===== config.mk =====
export PLATFORM = sky130hd
export DESIGN_NAME = pong_paddle_ctrl_gen
export DESIGN_NICKNAME = d
export VERILOG_FILES = /design/src/rtl/pong_pkg.sv /design/src/rtl/pong_step_timer.sv /design/src/rtl/pong_paddle_ctrl_gen.sv
export SDC_FILE = /design/constraint.sdc
export NUM_CORES = 1
export LEC_CHECK = 0
export BUFFER_PORTS_ARGS = -buffer_cell sky130_fd_sc_hd__buf_4
export CORE_UTILIZATION = 30
export DETAILED_ROUTE_END_ITERATION = 10
export GPL_TIMING_DRIVEN = 0
export PLACE_DENSITY = 0.49
export SLEW_MARGIN = 20
export SYNTH_ARGS = -nofsm -noshare
export SYNTH_HDL_FRONTEND = slang
export SYNTH_SLANG_ARGS = --single-unit
export TNS_END_PERCENT = 100

===== constraint.sdc =====
create_clock -name i_Clk -period 3.4 [get_ports i_Clk]
set_input_delay 0 -clock i_Clk [delete_from_list [all_inputs] [get_ports i_Clk]]
set_output_delay 0 -clock i_Clk [all_outputs]
set_load 0.01 [all_outputs]

===== src/rtl/pong_pkg.sv =====
// Shared encodings and default game geometry for the pong paddle, ball and score blocks.
package pong_pkg;

    typedef enum logic [1:0] {
        StIdle = 2'd0,
        StSlow = 2'd1,
        StFast = 2'd2
    } paddle_state_t;

    typedef enum logic [1:0] {
        DirNone = 2'd0,
        DirUp   = 2'd1,
        DirDn   = 2'd2
    } dir_t;

    localparam int unsigned c_DEF_GAME_HEIGHT   = 30;
    localparam int unsigned c_DEF_PADDLE_HEIGHT = 6;
    localparam int unsigned c_DEF_COORD_W       = 6;

    // True when a and b are the two distinct real directions.
    function automatic logic dir_opposite(input dir_t a, input dir_t b);
        return ((a == DirUp) && (b == DirDn)) || ((a == DirDn) && (b == DirUp));
    endfunction

endpackage


===== src/rtl/pong_step_timer.sv =====
// Step-period counter: counts clocks and emits a one-cycle tick on the last count of the
// selected (slow or fast) period. A clear holds the count at zero and suppresses the tick.
module pong_step_timer
    import pong_pkg::*;
#(
    parameter int unsigned c_CNT_W      = 32,
    parameter int unsigned c_SPEED_SLOW = 1250000,
    parameter int unsigned c_SPEED_FAST = 625000
) (
    input  logic i_Clk,
    input  logic i_Rst_n,
    input  logic i_Clear,
    input  logic i_Fast,
    output logic o_Tick
);

    localparam logic [c_CNT_W-1:0] c_SLOW_LAST = c_CNT_W'(c_SPEED_SLOW - 1);
    localparam logic [c_CNT_W-1:0] c_FAST_LAST = c_CNT_W'(c_SPEED_FAST - 1);

    logic [c_CNT_W-1:0] r_Cnt;
    logic [c_CNT_W-1:0] w_Last;

    assign w_Last = i_Fast ? c_FAST_LAST : c_SLOW_LAST;
    assign o_Tick = !i_Clear && (r_Cnt == w_Last);

    // Counter: cleared on request, wraps to zero on the tick, otherwise increments.
    always_ff @(posedge i_Clk or negedge i_Rst_n) begin
        if (!i_Rst_n) begin
            r_Cnt <= '0;
        end else if (i_Clear || o_Tick) begin
            r_Cnt <= '0;
        end else begin
            r_Cnt <= r_Cnt + c_CNT_W'(1);
        end
    end

endmodule


===== src/rtl/pong_paddle_ctrl_gen.sv =====
// Paddle controller: button or ball-tracking request, slow/fast acceleration FSM, paddle row
// register and a registered draw flag for the divided pixel grid.
module pong_paddle_ctrl_gen
    import pong_pkg::*;
#(
    parameter int unsigned c_PLAYER_PADDLE_X = 0,
    parameter int unsigned c_PADDLE_HEIGHT   = c_DEF_PADDLE_HEIGHT,
    parameter int unsigned c_GAME_HEIGHT     = c_DEF_GAME_HEIGHT,
    parameter int unsigned c_COORD_W         = c_DEF_COORD_W,
    parameter int unsigned c_SPEED_SLOW      = 1250000,
    parameter int unsigned c_SPEED_FAST      = 625000,
    parameter int unsigned c_ACCEL_STEPS     = 4,
    parameter int unsigned c_CNT_W           = 32
) (
    input  logic                 i_Clk,
    input  logic                 i_Rst_n,
    input  logic                 i_Mode_AI,
    input  logic                 i_Paddle_Up,
    input  logic                 i_Paddle_Dn,
    input  logic [c_COORD_W-1:0] i_Ball_Y,
    input  logic [c_COORD_W-1:0] i_Col_Count_Div,
    input  logic [c_COORD_W-1:0] i_Row_Count_Div,
    output logic [c_COORD_W-1:0] o_Paddle_Y,
    output logic                 o_Draw_Paddle,
    output logic                 o_Moving
);

    localparam int unsigned c_EXT_W  = c_COORD_W + 1;
    localparam int unsigned c_STEP_W = $clog2(c_ACCEL_STEPS + 1);
    localparam int unsigned c_Y_MAX  = c_GAME_HEIGHT - c_PADDLE_HEIGHT;

    localparam logic [c_COORD_W-1:0] c_Y_MAX_V = c_COORD_W'(c_Y_MAX);
    localparam logic [c_COORD_W-1:0] c_Y_RST   = c_COORD_W'(c_Y_MAX / 2);
    localparam logic [c_COORD_W-1:0] c_X       = c_COORD_W'(c_PLAYER_PADDLE_X);
    localparam logic [c_EXT_W-1:0]   c_HALF_H  = c_EXT_W'(c_PADDLE_HEIGHT / 2);
    localparam logic [c_EXT_W-1:0]   c_H_EXT   = c_EXT_W'(c_PADDLE_HEIGHT);
    localparam logic [c_STEP_W-1:0]  c_ACCEL_V = c_STEP_W'(c_ACCEL_STEPS);

    if (64'(c_GAME_HEIGHT) > (64'd1 << c_COORD_W)) begin : g_chk_coord
        $error("c_GAME_HEIGHT does not fit in c_COORD_W bits");
    end
    if ((c_PADDLE_HEIGHT == 0) || (c_PADDLE_HEIGHT >= c_GAME_HEIGHT)) begin : g_chk_height
        $error("c_PADDLE_HEIGHT must be between 1 and c_GAME_HEIGHT-1");
    end
    if ((c_SPEED_FAST < 1) || (c_SPEED_FAST > c_SPEED_SLOW)
        || (64'(c_SPEED_SLOW) >= (64'd1 << c_CNT_W))) begin : g_chk_speed
        $error("step periods must satisfy 1 <= fast <= slow < 2**c_CNT_W");
    end
    if (c_ACCEL_STEPS < 1) begin : g_chk_accel
        $error("c_ACCEL_STEPS must be at least 1");
    end

    paddle_state_t        r_State, w_State_Next;
    dir_t                 r_Dir, w_Dir_Next, w_Req;
    logic [c_STEP_W-1:0]  r_Step, w_Step_Next, w_Step_Inc;
    logic [c_COORD_W-1:0] r_Y, w_Y_Next;
    logic                 r_Mode_AI, r_Moving, r_Draw;
    logic                 w_Clear, w_Tick, w_At_Limit, w_Mode_Chg, w_Draw_Next;
    logic [c_EXT_W-1:0]   w_Centre, w_Ball_Ext, w_Row_Ext, w_Y_Ext;

    assign w_Y_Ext    = {1'b0, r_Y};
    assign w_Ball_Ext = {1'b0, i_Ball_Y};
    assign w_Row_Ext  = {1'b0, i_Row_Count_Div};
    assign w_Centre   = w_Y_Ext + c_HALF_H;
    assign w_Mode_Chg = (i_Mode_AI != r_Mode_AI);
    assign w_Step_Inc = r_Step + c_STEP_W'(1);
    assign w_At_Limit = ((r_Dir == DirUp) && (r_Y == '0)) || ((r_Dir == DirDn) && (r_Y == c_Y_MAX_V));

    pong_step_timer #(
        .c_CNT_W      (c_CNT_W),
        .c_SPEED_SLOW (c_SPEED_SLOW),
        .c_SPEED_FAST (c_SPEED_FAST)
    ) u_step_timer (
        .i_Clk   (i_Clk),
        .i_Rst_n (i_Rst_n),
        .i_Clear (w_Clear),
        .i_Fast  (r_State == StFast),
        .o_Tick  (w_Tick)
    );

    // Request decode: buttons in manual mode, ball row versus paddle centre in AI mode.
    always_comb begin
        w_Req = DirNone;
        if (i_Mode_AI) begin
            if (w_Ball_Ext < w_Centre) begin
                w_Req = DirUp;
            end else if (w_Ball_Ext > w_Centre) begin
                w_Req = DirDn;
            end
        end else begin
            if (i_Paddle_Up && !i_Paddle_Dn) begin
                w_Req = DirUp;
            end else if (i_Paddle_Dn && !i_Paddle_Up) begin
                w_Req = DirDn;
            end
        end
    end

    // Next state, direction, step count, paddle row and timer clear.
    always_comb begin
        w_State_Next = r_State;
        w_Dir_Next   = r_Dir;
        w_Step_Next  = r_Step;
        w_Y_Next     = r_Y;
        w_Clear      = 1'b0;
        if (w_Mode_Chg) begin
            w_State_Next = StIdle;
            w_Clear      = 1'b1;
        end else begin
            unique case (r_State)
                StIdle: begin
                    w_Clear = 1'b1;
                    if (w_Req != DirNone) begin
                        w_State_Next = StSlow;
                        w_Dir_Next   = w_Req;
                        w_Step_Next  = '0;
                    end
                end
                StSlow, StFast: begin
                    if (w_Req == DirNone) begin
                        w_State_Next = StIdle;
                        w_Clear      = 1'b1;
                    end else if (dir_opposite(w_Req, r_Dir)) begin
                        // Reversal restarts slow from a fresh period with no move this cycle.
                        w_State_Next = StSlow;
                        w_Dir_Next   = w_Req;
                        w_Step_Next  = '0;
                        w_Clear      = 1'b1;
                    end else if (w_Tick && !w_At_Limit) begin
                        w_Y_Next = (r_Dir == DirUp) ? r_Y - c_COORD_W'(1) : r_Y + c_COORD_W'(1);
                        if (r_State == StSlow) begin
                            w_Step_Next = w_Step_Inc;
                            if (w_Step_Inc == c_ACCEL_V) begin
                                w_State_Next = StFast;
                            end
                        end
                    end
                end
                default: begin
                    w_State_Next = StIdle;
                    w_Clear      = 1'b1;
                end
            endcase
        end
    end

    // Draw compare in one extra bit so Y+H cannot wrap.
    assign w_Draw_Next = (i_Col_Count_Div == c_X) && (w_Row_Ext >= w_Y_Ext)
                         && (w_Row_Ext < (w_Y_Ext + c_H_EXT));

    // State and output registers; everything clears asynchronously.
    always_ff @(posedge i_Clk or negedge i_Rst_n) begin
        if (!i_Rst_n) begin
            r_State   <= StIdle;
            r_Dir     <= DirNone;
            r_Step    <= '0;
            r_Y       <= c_Y_RST;
            r_Mode_AI <= 1'b0;
            r_Moving  <= 1'b0;
            r_Draw    <= 1'b0;
        end else begin
            r_State   <= w_State_Next;
            r_Dir     <= w_Dir_Next;
            r_Step    <= w_Step_Next;
            r_Y       <= w_Y_Next;
            r_Mode_AI <= i_Mode_AI;
            r_Moving  <= (w_State_Next != StIdle);
            r_Draw    <= w_Draw_Next;
        end
    end

    assign o_Paddle_Y    = r_Y;
    assign o_Draw_Paddle = r_Draw;
    assign o_Moving      = r_Moving;

endmodule

**Word-level counts from Yosys, hierarchy flattened**

Cells that the tools add are included.

- Register bits after elaboration: 48
- Output and inout port bits: 8

- Add/sub/neg operators: 6
- Magnitude comparators: 4
- Reduce and logical (&&, ||, !) cells: 28
- Mux-type cells: 30
- Equality and inequality tests: 15
- Bitwise gates (word level): 3

Operators with widths:

| kind | number |
|---|---|
| adder 32 x 1 -> 32 bit, second input constant | 1 |
| == test 32 bit | 1 |
| 2-to-1 mux 32 bit | 1 |
| 2-to-1 mux 2 bit | 15 |
| 2-to-1 mux 21 bit | 1 |
| 2-to-1 mux 3 bit | 5 |
| < comparator 6 x 7 -> 1 bit | 2 |
| zero test 6 bit | 2 |
| logical AND 1 bit | 10 |
| AND reduction 5 bit | 2 |
| case mux 2 bit (2 select lines) | 2 |
| adder 6 x 2 -> 7 bit, second input constant | 1 |
| adder 6 x 3 -> 7 bit, second input constant | 1 |
| > comparator 6 x 7 -> 1 bit | 1 |
| adder 6 x 1 -> 6 bit, second input constant | 1 |
| == test 2 x 1 -> 1 bit, second input constant | 3 |
| == test 2 bit, second input constant | 3 |
| == test 6 x 5 -> 1 bit, second input constant | 1 |
| greater-or-equal comparator 6 bit | 1 |
| 2-to-1 mux 6 bit | 1 |
| inequality test 2 bit, second input constant | 3 |
| inequality test 3 bit, second input constant | 2 |
| case mux 3 bit (2 select lines) | 1 |
| AND reduction 6 bit | 1 |
| 11 further kinds | 24 |

**Logic depth before layout (Yosys ltp)**

Gate-level depths: netlist of run 1.

- Word-level depth: 21
- Mapped depth: 15
- Gate-level depth less buffers: 14

**Cells and area by module**

Synthesis of run 1 repeated with hierarchy kept, for this count alone.

- Cells, all modules: 379
- Area, all modules: 3515.9 um2

By module, submodules not included:

| module | sequential area each (um2) | area each (um2) | cells an instance | instances |
|---|---|---|---|---|
| pong_step_timer | 800.8 | 1861.8 | 198 | 1 |
| pong_paddle_ctrl_gen | 402.9 | 1654.1 | 181 | 1 |

**Worst setup path after synthesis of run 1**

No wires, ideal clock.

- Path type: flip-flop to flip-flop
- From: register r_Y[1], in the netlist o_Paddle_Y[1]
- To: register r_Moving, in the netlist o_Moving
- Cell stages (with the launch flop): 15
- Path buffers: 0
- Setup time: 0.126 ns
- Slack: 0.019 ns
- Required time: 3.274 ns
- Data arrival time: 3.255 ns
- Path through: dfrtp_1 -> inv_1 -> ha_1 -> a21oi_1 -> nor2_1 -> xnor2_1 -> ha_1 -> nand3_1 -> a21oi_1 -> o41ai_2 -> a311oi_1 -> or4_1 -> nand4_1 -> o21ai_2 -> a221o_1

- Word-level cells in the longest chain between the ends: 21
- Elaborated cells on any way between the ends: 33

Ends and longest elaborated chain:

| item | RTL line | RTL |
|---|---|---|
| start, declared | pong_paddle_ctrl_gen.sv:56 | `logic [c_COORD_W-1:0] r_Y, w_Y_Next;` |
| start signal, assigned | pong_paddle_ctrl_gen.sv:157 | `r_Y <= c_Y_RST;` |
| start signal, assigned | pong_paddle_ctrl_gen.sv:165 | `r_Y <= w_Y_Next;` |
| adder 6 x 2 -> 7 bit | pong_paddle_ctrl_gen.sv:64 | `assign w_Centre = w_Y_Ext + c_HALF_H;` |
| > comparator 6 x 7 -> 1 bit | pong_paddle_ctrl_gen.sv:87 | `end else if (w_Ball_Ext > w_Centre) begin` |
| 2-to-1 mux 2 bit | pong_paddle_ctrl_gen.sv:87 |  |
| 2-to-1 mux 2 bit | pong_paddle_ctrl_gen.sv:85 | `if (w_Ball_Ext < w_Centre) begin` |
| 2-to-1 mux 2 bit | pong_paddle_ctrl_gen.sv:84 | `if (i_Mode_AI) begin` |
| == test 2 x 1 -> 1 bit / == test 2 bit (equally long branches) | pong_pkg.sv:22 | `return ((a == DirUp) && (b == DirDn)) \|\| ((a == DirDn) && (b == DirUp));` |
| logical AND 1 bit | pong_pkg.sv:22 |  |
| logical OR 1 bit | pong_pkg.sv:22 |  |
| [... 5 more ...] | -- |  |
| logical AND 1 bit | pong_step_timer.sv:24 | `assign o_Tick = !i_Clear && (r_Cnt == w_Last);` |
| logical AND 1 bit | pong_paddle_ctrl_gen.sv:129 | `end else if (w_Tick && !w_At_Limit) begin` |
| 2-to-1 mux 2 bit | pong_paddle_ctrl_gen.sv:129 |  |
| 2-to-1 mux 2 bit | pong_paddle_ctrl_gen.sv:123 | `end else if (dir_opposite(w_Req, r_Dir)) begin` |
| 2-to-1 mux 2 bit | pong_paddle_ctrl_gen.sv:120 | `if (w_Req == DirNone) begin` |
| case mux 2 bit (2 select lines) * | pong_paddle_ctrl_gen.sv:110 | `unique case (r_State)` |
| 2-to-1 mux 2 bit * | pong_paddle_ctrl_gen.sv:106 | `if (w_Mode_Chg) begin` |
| nonzero test 2 bit * | pong_paddle_ctrl_gen.sv:167 | `r_Moving <= (w_State_Next != StIdle);` |
| end signal, assigned | pong_paddle_ctrl_gen.sv:167 |  |
| end, declared | pong_paddle_ctrl_gen.sv:57 | `logic r_Mode_AI, r_Moving, r_Draw;` |

Every way passes the cells marked *; elsewhere a longest branch is shown, timed or not.
A chain may end at the register's enable or synchronous reset.

**Worst setup path after layout of run 1**

- From: register r_Y[2], in the netlist o_Paddle_Y[2]
- To: register r_Moving, in the netlist o_Moving

The elaborated chain is that of the path after synthesis.

==> results of run 1 <==
cell usage after synthesis, drive strengths merged, types with 3 or more instances:
| cell | n |
|---|---|
| dfrtp | 46 |
| nor2 | 45 |
| ha | 33 |
| nand2 | 33 |
| xnor2 | 26 |
| inv | 20 |
| a21oi | 17 |
| xor2 | 15 |
| o21ai | 12 |
| nand3 | 11 |
| nand4 | 10 |
| a21o | 9 |
| and3 | 7 |
| nand2b | 6 |
| nor2b | 6 |
| nor3 | 6 |
| or3 | 6 |
| clkbuf | 5 |
| and2 | 4 |
| a31o | 3 |
| nor4 | 3 |
| o21bai | 3 |
per-layer routing:
metal,track usage [%],wire length (um),vias up
li1,-,-,1372
met1,18.13,3565,1263
met2,24.61,3491,27
met3,2.361,149,7
met4,4.012,76,0
met5,0,0,-
worst min-delay path by stage:
stage               slack, ns  depth (start not counted)                     to
floorplan               -0.30                          0          o_Draw_Paddle
global placement         0.07                          1          o_Draw_Paddle
detailed placement       0.09                          1  u_step_timer.r_Cnt[9]
CTS                      0.18                          5               r_Dir[1]
global route             0.25                          5               r_Dir[1]
finish                   0.22                          5               r_Dir[1]
cell families after synthesis:
family                   after synthesis  synth area share, %
flip-flops                            48                36.17
adder cells (fa/ha/maj)               34                13.01
buffers and inverters                 26                2.970
multiplexers                           1               0.3008
XOR/XNOR                              41                10.79
AO/OA/AOI/OAI                         63                13.57
AND/OR/NAND/NOR                      152                23.20
repair_timing:
item / in CTS / in global routing
setup endpoints to repair: 43 / 31
setup buffers: 3 / 5
endpoints found under the hold margin: 48 / 0
hold buffers: 4 / 0
resized for setup: 13 / 9
pin swaps: 2 / 3
area by class of cell:
class / instances / share of cell area [%]
flip-flops and latches: 48 / 29.98
inverters: 20 / 1.866
repair buffers: 42 / 8.087
plain buffers: 5 / 0.5910
multi-input cells: 291 / 52.10
clock buffers: 6 / 2.053
well taps: 140 / 4.355
clock inverters: 2 / 0.9642
report_power, final:
group	switching (mW)	internal (mW)	total, mW
logic	0.250	0.201	0.452
registers	0.0196	0.597	0.616
clock network	0.211	0.241	0.452
total	0.481	1.04	1.52
per-stage QoR:
step                      setup TNS [ns]  power (mW)  setup WS (ns)  area, um2  cells
after floorplan                        0      0.9424        0.01910       3328    365
after global placement            -12.86       1.054        -0.5569       3729    535
after detailed placement          -13.10       1.060        -0.5559       3729    535
after CTS                              0       1.537       0.002601       3964    550
after global routing           -0.003747       1.633      -0.003747       4023    554
final                                  0       1.520         0.1560       4023    554
layout by cell type (no fill, tap or decap), types with 3 or more instances in the layout:
cell type      count
nor2_1            45
o21bai_1           3
xnor2_1           26
a21oi_2            3
and3_2             3
buf_4             38
a21o_1             9
and3_1             4
inv_1             19
dfrtp_1           44
clkbuf_2           3
xor2_1            15
a21oi_1           13
clkbuf_8           6
and2_1             3
or3_1              6
nand2_1           33
nor2b_1            4
nor4_1             3
ha_1              33
dlygate4sd3_1      4
o21ai_0           11
nand3_1           10
nand4_1           10
nand2b_1           5
nor3_1             5
sequential cells by signal, indices dropped and copies added, names as in the netlist:
| name | cells |
|---|---|
| u_step_timer.r_Cnt | 32 |
| o_Draw_Paddle | 1 |
| o_Paddle_Y | 6 |
| r_Dir | 2 |
| r_State | 2 |
| r_Step | 3 |
| o_Moving | 1 |
| r_Mode_AI | 1 |
critical path, stage by stage, from the launching register on:
cell     delay (ns)
dfstp_2        0.62
ha_1           0.19
a21oi_2        0.08
nor2_1         0.14
xnor2_1        0.09
ha_1           0.32
nand3_2        0.12
a21oi_4        0.21
o311a_4        0.24
a21oi_2        0.09
or4_4          0.52
nand4_1        0.12
o21ai_2        0.07
a221o_1        0.35
==> reports/qor.yml, run 1 <==
timing:
  period_share_pct: 95.41
  rsz0062_at_grt: "true"
  slew_headroom_pct: 57.36
  setup_violations: 0
  worstMarginPinSlew_ns: 0.6396
  final_hold_viol_count: 0
  finalCriticalPeriod_ns: 3.244
  holdWs_ns: 0.2173
  fmaxAchievable_mhz: 308.3
  finClkSkew_ns: 0.01062
  finalMaxSlewViolations: 0
detailed_routing:
  drt-initial-drc-count: 60
  via_per_inst: 4.818
  post-route-drc-count: 0
  dr.pass1.iters: 4
  postRouteWirelength_mm: 7.282
  drtAntennaViolNets: 0
  routedWlPerCell_um: 13.14
  num_vias: 2669
logic_synthesis:
  netlist.area_leader.share_pct: 34.59
  synthCells: 365
  synth_flop_cell: "dfrtp_1"
  netlist_area_um2: 3328
  async_flop_share_pct: 100.0
  yosys-top-cells-area: "dfrtp_1 (35%), ha_1 (12%), xnor2_1 (6.8%), nor2_1 (5.1%), xor2_1 (3.9%)"
  yosysTopAreaCell: "dfrtp_1"
  yosysSeqAreaShare_pct: 36.17
  avgSynthCellArea_um2: 9.118
  ys_ff_latch: 48
  yosysWarnings: 0
  synth_fp_nets: 422
  synth_cell_types: 57
  synth_edf_count: 0
clocking:
  clkSinkCount: 48
  cts_htree_levels: 2
  path_clk_slew_ns: 0.10
  cts_buffers: 5
  clock-root-buffer: "clkbuf_8"
  worstSkewPairLatency_ns: 0.31
  clockBufferDepth: 2
  tritoncts: "done"
layout:
  area_delta_synth_final_pct: 20.86
  diodes: 0
  final_util_pct: 37.11
  seq_area_um2: 1206
  n_fill_cell: 1107
  drive_above_1_share_pct: 18.84
  finalNetCount: 470
  multiInputGateArea_um2: 2096
setup_path:
  cp-startpoint: "o_Paddle_Y[2]"
  reg2reg_slack_ns: 0.16
  worstSetupPathType: "reg2reg"
  worst_setup_path_end_kind: "flop"
  worstPathMaxFanout: 8
  critPathCapture: "o_Moving"
  arrival_ns: 3.44
  reg2reg_depth: 13
  setup.worst_path.start_class: "flop"
  reg2reg_from: "o_Paddle_Y[2]"
  required_ns: 3.60
  r2r_end: "o_Moving"
floorplan:
  dieArea_um2: 11520
  chipWidth_um: 107.3
  num_io_pins: 31
  fp.dieH_um: 107.3
  core_area_um2: 10840
  initial_utilization_pct: 30.70
  rows: 38
power:
  p_per_area_nw_per_um2: 377.9
  leakage_nw: 1.703
  peakVddDrop_v: 0.0002417
placement:
  place_hpwl_mm: 5.324
  place_congestion: 0.8096
  io_buffers: 30
global_route:
  grtUsageTotal_pct: 14.21
  antenna_found_initial: 0
  overflow: 0
  grt_max_degree: 49
  grt_pass1_vias: 2789
  grt_pass1_wl_mm: 13.05
min_path:
  worstHoldStart: "i_Paddle_Dn"
  hold_path_class: "in2reg"
flow_run:
  cap_violations: 0
run_status:
  status: "finished clean"
(Power assumes the default switching activity.)
==> run 2, diff against run 1 <==
--- a/config.mk
+++ b/config.mk
@@ -5,11 +5,10 @@
 export SDC_FILE = /design/constraint.sdc
 export NUM_CORES = 1
 export LEC_CHECK = 0
-export BUFFER_PORTS_ARGS = -buffer_cell sky130_fd_sc_hd__buf_4
 export CORE_UTILIZATION = 30
 export DETAILED_ROUTE_END_ITERATION = 10
-export GPL_TIMING_DRIVEN = 0
-export PLACE_DENSITY = 0.49
+export DONT_BUFFER_PORTS = 1
+export PLACE_DENSITY = 0.45
 export SLEW_MARGIN = 20
 export SYNTH_ARGS = -nofsm -noshare
 export SYNTH_HDL_FRONTEND = slang
==> constraint.sdc (replaced) <==
create_clock -name i_Clk -period 3.8 [get_ports i_Clk]
set_input_delay 0 -clock i_Clk [delete_from_list [all_inputs] [get_ports i_Clk]]
set_output_delay 0 -clock i_Clk [all_outputs]
set_load 0.01 [all_outputs]
==> run 2 against run 1 <==
Effect of this change:
- via count fell by 6.6%
- hold slack got worse by 0.12 ns
- sequential cell count unchanged
- power down 14%
- final cell count shrank 6.9%
- sequential share of layout area up 2.5 points
- clock-buffer cell count decreased by 1
- wire length down 0.18%
- combinational power down 19%
- sequential power decreased by 9.7%
- worst setup slack improved by 0.068 ns
- critical path depth rose by 1
==> reports/qor.yml, run 2 (synthesis gave the netlist of run 1 again) <==
detailed_routing:
  routedWlPerCell_um: 14.09  # was 13.14 um
  num_vias: 2494  # was 2669
  drtAntennaViolNets: 0  # unchanged
  dr.pass1.iters: 4  # unchanged
  postRouteWirelength_mm: 7.269  # was 7.282 mm
  post-route-drc-count: 0  # unchanged
  drt-initial-drc-count: 67  # was 60
  via_per_inst: 4.833  # was 4.818
layout:
  drive_above_1_share_pct: 7.713  # was 18.84%
  final_util_pct: 34.14  # was 37.11%
  top_register: "u_step_timer.r_Cnt"  # unchanged
  largest_reg_flops: 32  # unchanged
  mostFrequentLayoutCells: "dfrtp_1 (46), nor2_1 (45), nand2_1 (33), ha_1 (33), xnor2_1 (26)"  # was nor2_1 (45), dfrtp_1 (44), buf_4 (38)
  mostFrequentLayoutCell: "dfrtp_1"  # was nor2_1
  finalNetCount: 432  # was 470
  design_area_um2: 3701  # was 4023 um2
  diodes: 0  # unchanged
  area_delta_synth_final_pct: 11.20  # was 20.86%
setup_path:
  worst_setup_path_end_kind: "flop"  # unchanged
  worstPathMaxFanout: 7  # was 8
  arrival_ns: 3.77  # was 3.44 ns
  crit_chain: "inv_1, ha_1, nor2b_1, nand2_1, xnor2_1, ha_1, nand3_1, a21oi_2, o311a_1, a311oi_1, or4_1, nand4_1, o21ai_2, a221o_1"  # was ha_1, a21oi_2, nor2_1, xnor2_1, ha_1, nand3_2, a21oi_4, o311a_4, a21oi_2, or4_4, nand4_1, o21ai_2, a221o_1
  required_ns: 4.00  # was 3.60 ns
  reg2reg_depth: 14  # was 13
  cpPeakStageDelay_ns: 0.60  # was 0.62 ns
  cp_slowest_cell: "or4_1"  # was dfstp_2
  setup.worst_path.start_class: "flop"  # unchanged
  worstSetupPathType: "reg2reg"  # unchanged
  cpMostUsedCell: "ha_1"
floorplan:
  fp.dieH_um: 107.3  # unchanged
  dieArea_um2: 11520  # unchanged
  num_io_pins: 31  # unchanged
  chipWidth_um: 107.3  # unchanged
  core_area_um2: 10840  # unchanged
  initial_utilization_pct: 30.70  # unchanged
  rows: 38  # unchanged
timing:
  final_hold_viol_count: 0  # unchanged
  period_share_pct: 94.10  # was 95.41%
  setup_violations: 0  # unchanged
  finalCriticalPeriod_ns: 3.576  # was 3.244 ns
  slew_headroom_pct: 67.40  # was 57.36%
  finalMaxSlewViolations: 0  # unchanged
  worstMarginPinSlew_ns: 0.4828  # was 0.6396 ns
  finClkSkew_ns: 0.01127  # was 0.01062 ns
  fmaxAchievable_mhz: 279.7  # was 308.3 MHz
global_route:
  grt_pass1_vias: 2574  # was 2789
  grt_pass1_wl_mm: 12.65  # was 13.05 mm
  antenna_found_initial: 0  # unchanged
  overflow: 0  # unchanged
  grtUsageTotal_pct: 13.81  # was 14.21%
  grt_max_degree: 49  # unchanged
clocking:
  tritoncts: "done"  # unchanged
  worstSkewPairLatency_ns: 0.31  # about the same
  clkSinkCount: 48  # unchanged
  clockBufferDepth: 2  # unchanged
  clock-root-buffer: "clkbuf_8"  # unchanged
  cts_htree_levels: 2  # unchanged
  path_clk_slew_ns: 0.10  # about the same
  cts_buffers: 5  # unchanged
placement:
  io_buffers: 0  # was 30
  placed_cell_area_um2: 3510  # was 3729 um2
  place_congestion: 0.8195  # was 0.8096
  place_hpwl_mm: 5.404  # was 5.324 mm
min_path:
  hold_path_class: "in2reg"  # unchanged
  hold_path_depth: 4  # was 5
power:
  peakVddDrop_v: 0.0001520  # was 0.0002417 V
  p_per_area_nw_per_um2: 354.0  # was 377.9 nW/um2
  leakage_nw: 1.528  # was 1.703 nW
  power_mw: 1.310  # was 1.520 mW
flow_run:
  cap_violations: 0  # unchanged
run_status:
  status: "finished clean"  # unchanged
## run 2: cell count changes in the layout (fill, tap and decap cells not counted), sizes merged
cell      delta
clkbuf       -5
inv          +1
buf         -34
clkinv       -1
clkinvlp     +1
## run 2: timing repair
action                                  in CTS  in global routing
hold endpoints to repair                    50                  0
gates resized for setup                      0                  2
endpoints found under the setup margin       0                  4
hold buffers                                 5                  0
buffers inserted                             0                  0
## run 2: worst paths after layout
kind	start	slack (ns)	endpoint
setup / recovery	o_Paddle_Y[1]	0.22	o_Moving
max in group asynchronous	i_Rst_n	3.30	o_Paddle_Y[2]
hold / removal	i_Paddle_Dn	0.1	r_Dir[1]
min in group asynchronous	i_Rst_n	0.21	u_step_timer.r_Cnt[28]
setup reg to reg	o_Paddle_Y[1]	0.22	o_Moving
hold reg to reg	u_step_timer.r_Cnt[0]	0.47	u_step_timer.r_Cnt[0]
## run 2: area by class of cell
| class | instances | area, um2 |
|---|---|---|
| Clock buffer | 5 | 68.82 |
| Clock inverter | 3 | 46.29 |
| Fill cell | 1135 | 7139 |
| Inverter | 20 | 75.07 |
| Multi-Input combinational cell | 291 | 2034 |
| Sequential cell | 48 | 1204 |
| Tap cell | 140 | 175.2 |
| Timing Repair Buffer | 9 | 97.59 |
## run 2: through the flow
stage	setup WS [ns]	hold WS, ns	setup TNS, ns	std cells
global placement	0.3100	-0.2932	0	503
finish	0.2241	0.09675	0	516
CTS	0.2289	0.08073	0	516
global route	-0.02643	0.1032	-0.02643	516
floorplan	0.4191	-0.2956	0	365
detailed placement	0.2480	-0.2930	0	503
## run 2: layer usage
metal / track usage [%] / up-vias / routed length (um)
li1: - / 1291 / -
met1: 18.35 / 1169 / 3666
met2: 23.36 / 25 / 3358
met3: 2.240 / 9 / 161
met4: 3.327 / 0 / 82
met5: 0 / - / 0
## run 2: power by group
part	switching [mW]	internal [mW]	total, mW
Combinational	0.209	0.156	0.365
Clock	0.191	0.199	0.390
Sequential	0.0217	0.534	0.556
Total	0.422	0.888	1.31
## run 2: critical path: cells and delay by family, from the launching register on
kind            cells  cell delay, ns
compound gates      5            1.02
flops               1            0.43
xor+xnor            1            0.14
buf+inv             1            0.17
fa+ha+maj           2            0.55
simple gates        5            1.16
==> run 3, diff against run 2 <==
--- a/config.mk
+++ b/config.mk
@@ -13,4 +13,3 @@
 export SYNTH_ARGS = -nofsm -noshare
 export SYNTH_HDL_FRONTEND = slang
 export SYNTH_SLANG_ARGS = --single-unit
-export TNS_END_PERCENT = 100
==> constraint.sdc (replaced) <==
create_clock -name i_Clk -period 3.8 [get_ports i_Clk]
set_input_delay 0 -clock i_Clk [delete_from_list [all_inputs] [get_ports i_Clk]]
set_output_delay 0 -clock i_Clk [all_outputs]
set_load 0.005 [all_outputs]
==> run 3 against run 2 <==
Effect of this change:
- worst setup slack better by 0.050 ns
- power fell by 5.3%
- critical path depth unchanged
- sequential share of layout area rose by 0.24 points
- utilization is 0.22 points lower
- sequential cell count stayed put
- sequential power barely moved
- final area decreased by 0.64%
- register-to-register slack better by 0.05 ns
- hold slack worse by 0.0042 ns
- largest power group unchanged
==> reports/qor.yml, run 3 (synthesis gave the netlist of run 1 again) <==
run_status:
  status: "finished clean"  # unchanged
setup_path:
  reg2reg_from: "o_Paddle_Y[1]"  # unchanged
  cp_slowest_cell: "or4_1"  # unchanged
  worst_setup_path_end_kind: "flop"  # unchanged
  worstPathMaxFanout: 7  # unchanged
  worstSetupPathType: "reg2reg"  # unchanged
  cp-startpoint: "o_Paddle_Y[1]"  # unchanged
  cpMostUsedCell: "ha_1"  # unchanged
  setup.worst_path.start_class: "flop"  # unchanged
  worst-path-buf-inv: 1  # unchanged
  critical_path.top_delay_family: "compound AO/OA/AOI/OAI gates"  # was simple AND/OR/NAND/NOR gates
  cpPeakStageDelay_ns: 0.58  # was 0.60 ns
  crit_chain: "inv_1, ha_1, a21oi_1, nor2_1, xnor2_1, ha_1, nand3_1, a21oi_2, o311a_1, a311oi_1, or4_1, nand4_1, o21ai_2, a221o_1"  # was inv_1, ha_1, nor2b_1, nand2_1, xnor2_1, ha_1, nand3_1, a21oi_2, o311a_1, a311oi_1, or4_1, nand4_1, o21ai_2, a221o_1
  arrival_ns: 3.71  # was 3.77 ns
  required_ns: 3.99  # was 4.00 ns
power:
  peakVddDrop_v: 0.0001424  # was 0.0001520 V
  p_per_area_nw_per_um2: 337.4  # was 354.0 nW/um2
  leakage_nw: 1.509  # was 1.528 nW
  power_mw: 1.241  # was 1.310 mW
detailed_routing:
  postRouteWirelength_mm: 7.087  # was 7.269 mm
  drtAntennaViolNets: 0  # unchanged
  routedWlPerCell_um: 13.79  # was 14.09 um
  num_vias: 2487  # was 2494
  via_per_inst: 4.839  # was 4.833
  post-route-drc-count: 0  # unchanged
  drt-initial-drc-count: 75  # was 67
  dr.pass1.iters: 4  # unchanged
min_path:
  hold_path_class: "in2reg"  # unchanged
  worstHoldStart: "i_Mode_AI"  # was i_Paddle_Dn
floorplan:
  dieArea_um2: 11520  # unchanged
  initial_utilization_pct: 30.70  # unchanged
  rows: 38  # unchanged
  chipWidth_um: 107.3  # unchanged
  fp.dieH_um: 107.3  # unchanged
  num_io_pins: 31  # unchanged
  core_area_um2: 10840  # unchanged
timing:
  setup_violations: 0  # unchanged
  fmaxAchievable_mhz: 283.6  # was 279.7 MHz
  holdWs_ns: 0.09254  # was 0.09675 ns
  final_hold_viol_count: 0  # unchanged
  period_share_pct: 92.79  # was 94.10%
  finalMaxSlewViolations: 0  # unchanged
  finalCriticalPeriod_ns: 3.526  # was 3.576 ns
  worstMarginPinSlew_ns: 0.4432  # was 0.4828 ns
  finClkSkew_ns: 0.006689  # was 0.01127 ns
  slew_headroom_pct: 70.22  # was 67.40%
  rsz0062_at_grt: "false"
  fin_setup_tns_ns: 0  # unchanged
layout:
  largest_reg_flops: 32  # unchanged
  finalNetCount: 430  # was 432
  area_delta_synth_final_pct: 10.49  # was 11.20%
  n_fill_cell: 1153  # was 1135
  drive_above_1_share_pct: 7.754  # was 7.713%
  top_register: "u_step_timer.r_Cnt"  # unchanged
  mostFrequentLayoutCells: "nor2_1 (45), dfrtp_1 (45), nand2_1 (33), ha_1 (33), xnor2_1 (26)"  # was dfrtp_1 (46), nor2_1 (45), nand2_1 (33), ha_1 (33), xnor2_1 (26)
  diodes: 0  # unchanged
clocking:
  tritoncts: "done"  # unchanged
  clock-root-buffer: "clkbuf_8"  # unchanged
  clkSinkCount: 48  # unchanged
  clockBufferDepth: 2  # unchanged
  path_clk_slew_ns: 0.09  # was 0.10 ns
  cts_buffers: 5  # unchanged
  worstSkewPairLatency_ns: 0.30  # was 0.31 ns
  postCtsSetupBuffers: 0  # unchanged
  cts_htree_levels: 2  # unchanged
global_route:
  antenna_found_initial: 0  # unchanged
  grt_pass1_wl_mm: 12.71  # was 12.65 mm
  grtUsageTotal_pct: 13.79  # was 13.81%
  overflow: 0  # unchanged
  grt_pass1_vias: 2530  # was 2574
  grt_max_degree: 49  # unchanged
placement:
  place_congestion: 0.7949  # was 0.8195
  io_buffers: 0  # unchanged
  place_hpwl_mm: 5.287  # was 5.404 mm
flow_run:
  cap_violations: 0  # unchanged
## run 3: cell types whose count changed in the layout (fill, tap and decap cells not counted), sizes merged
| cell | change |
|---|---|
| buf | -2 |
| bufinv | -1 |
| clkbuf | +1 |
| clkinvlp | +1 |
| inv | -1 |
## run 3: final cells by class
type	count	area, um2	share of cell area, %
multi-input cells	291	2042	55.53
flip-flops and latches	48	1205	32.77
well taps	140	175.2	4.764
clock buffers	6	82.58	2.246
repair buffers	7	82.58	2.246
inverters	20	75.07	2.042
clock inverters	2	15.01	0.4083
## run 3: tightest hold or removal path, cell delays in order
cell and delay (ns):
nor2_1 0.09, a21oi_1 0.07, a22o_1 0.20
## run 3: stage by stage
| stage | utilization (%) | setup WS [ns] | cell area [um2] | cells |
|---|---|---|---|---|
| final | 33.92 | 0.2741 | 3677 | 514 |
| after global routing | 33.92 | 0.04315 | 3677 | 514 |
| after CTS | 33.76 | 0.06283 | 3660 | 514 |
| after detailed placement | 32.24 | 0.09922 | 3495 | 501 |
| after global placement | 32.24 | 0.2347 | 3495 | 501 |
| after floorplan | - | 0.4691 | 3328 | 365 |
## run 3: what timing repair did
| action | in CTS | in global routing |
|---|---|---|
| endpoints found under the setup margin | 0 | 43 |
| hold buffers | 5 | 0 |
| resized for setup | 0 | 5 |
| endpoints found under the hold margin | 50 | 0 |
## run 3: power by group
group	leakage (nW)	internal, mW	switching, mW	total, mW
clock	0.0434	0.148	0.177	0.325
sequential	0.640	0.534	0.0188	0.553
combinational	0.826	0.155	0.208	0.363
total	1.51	0.836	0.404	1.24
## run 3: final timing paths
path                                                to  slack (ns)  cells after the start
max in group asynchronous                o_Paddle_Y[2]        3.30                      2
worst min register to register   u_step_timer.r_Cnt[0]        0.47                      1
worst max register to register                o_Moving        0.27                     14
worst max-delay path                          o_Moving        0.27                     14
worst min-delay path                        r_State[0]        0.09                      3
min in group asynchronous       u_step_timer.r_Cnt[27]        0.22                      2
## run 3: layer usage
layer / track usage (%) / vias to the layer above / wire, um
met1: 19.23 / 1171 / 3513
met3: 2.603 / 6 / 162
met5: 0 / - / 0
met2: 22.26 / 20 / 3355
li1: - / 1290 / -
met4: 2.642 / 0 / 55
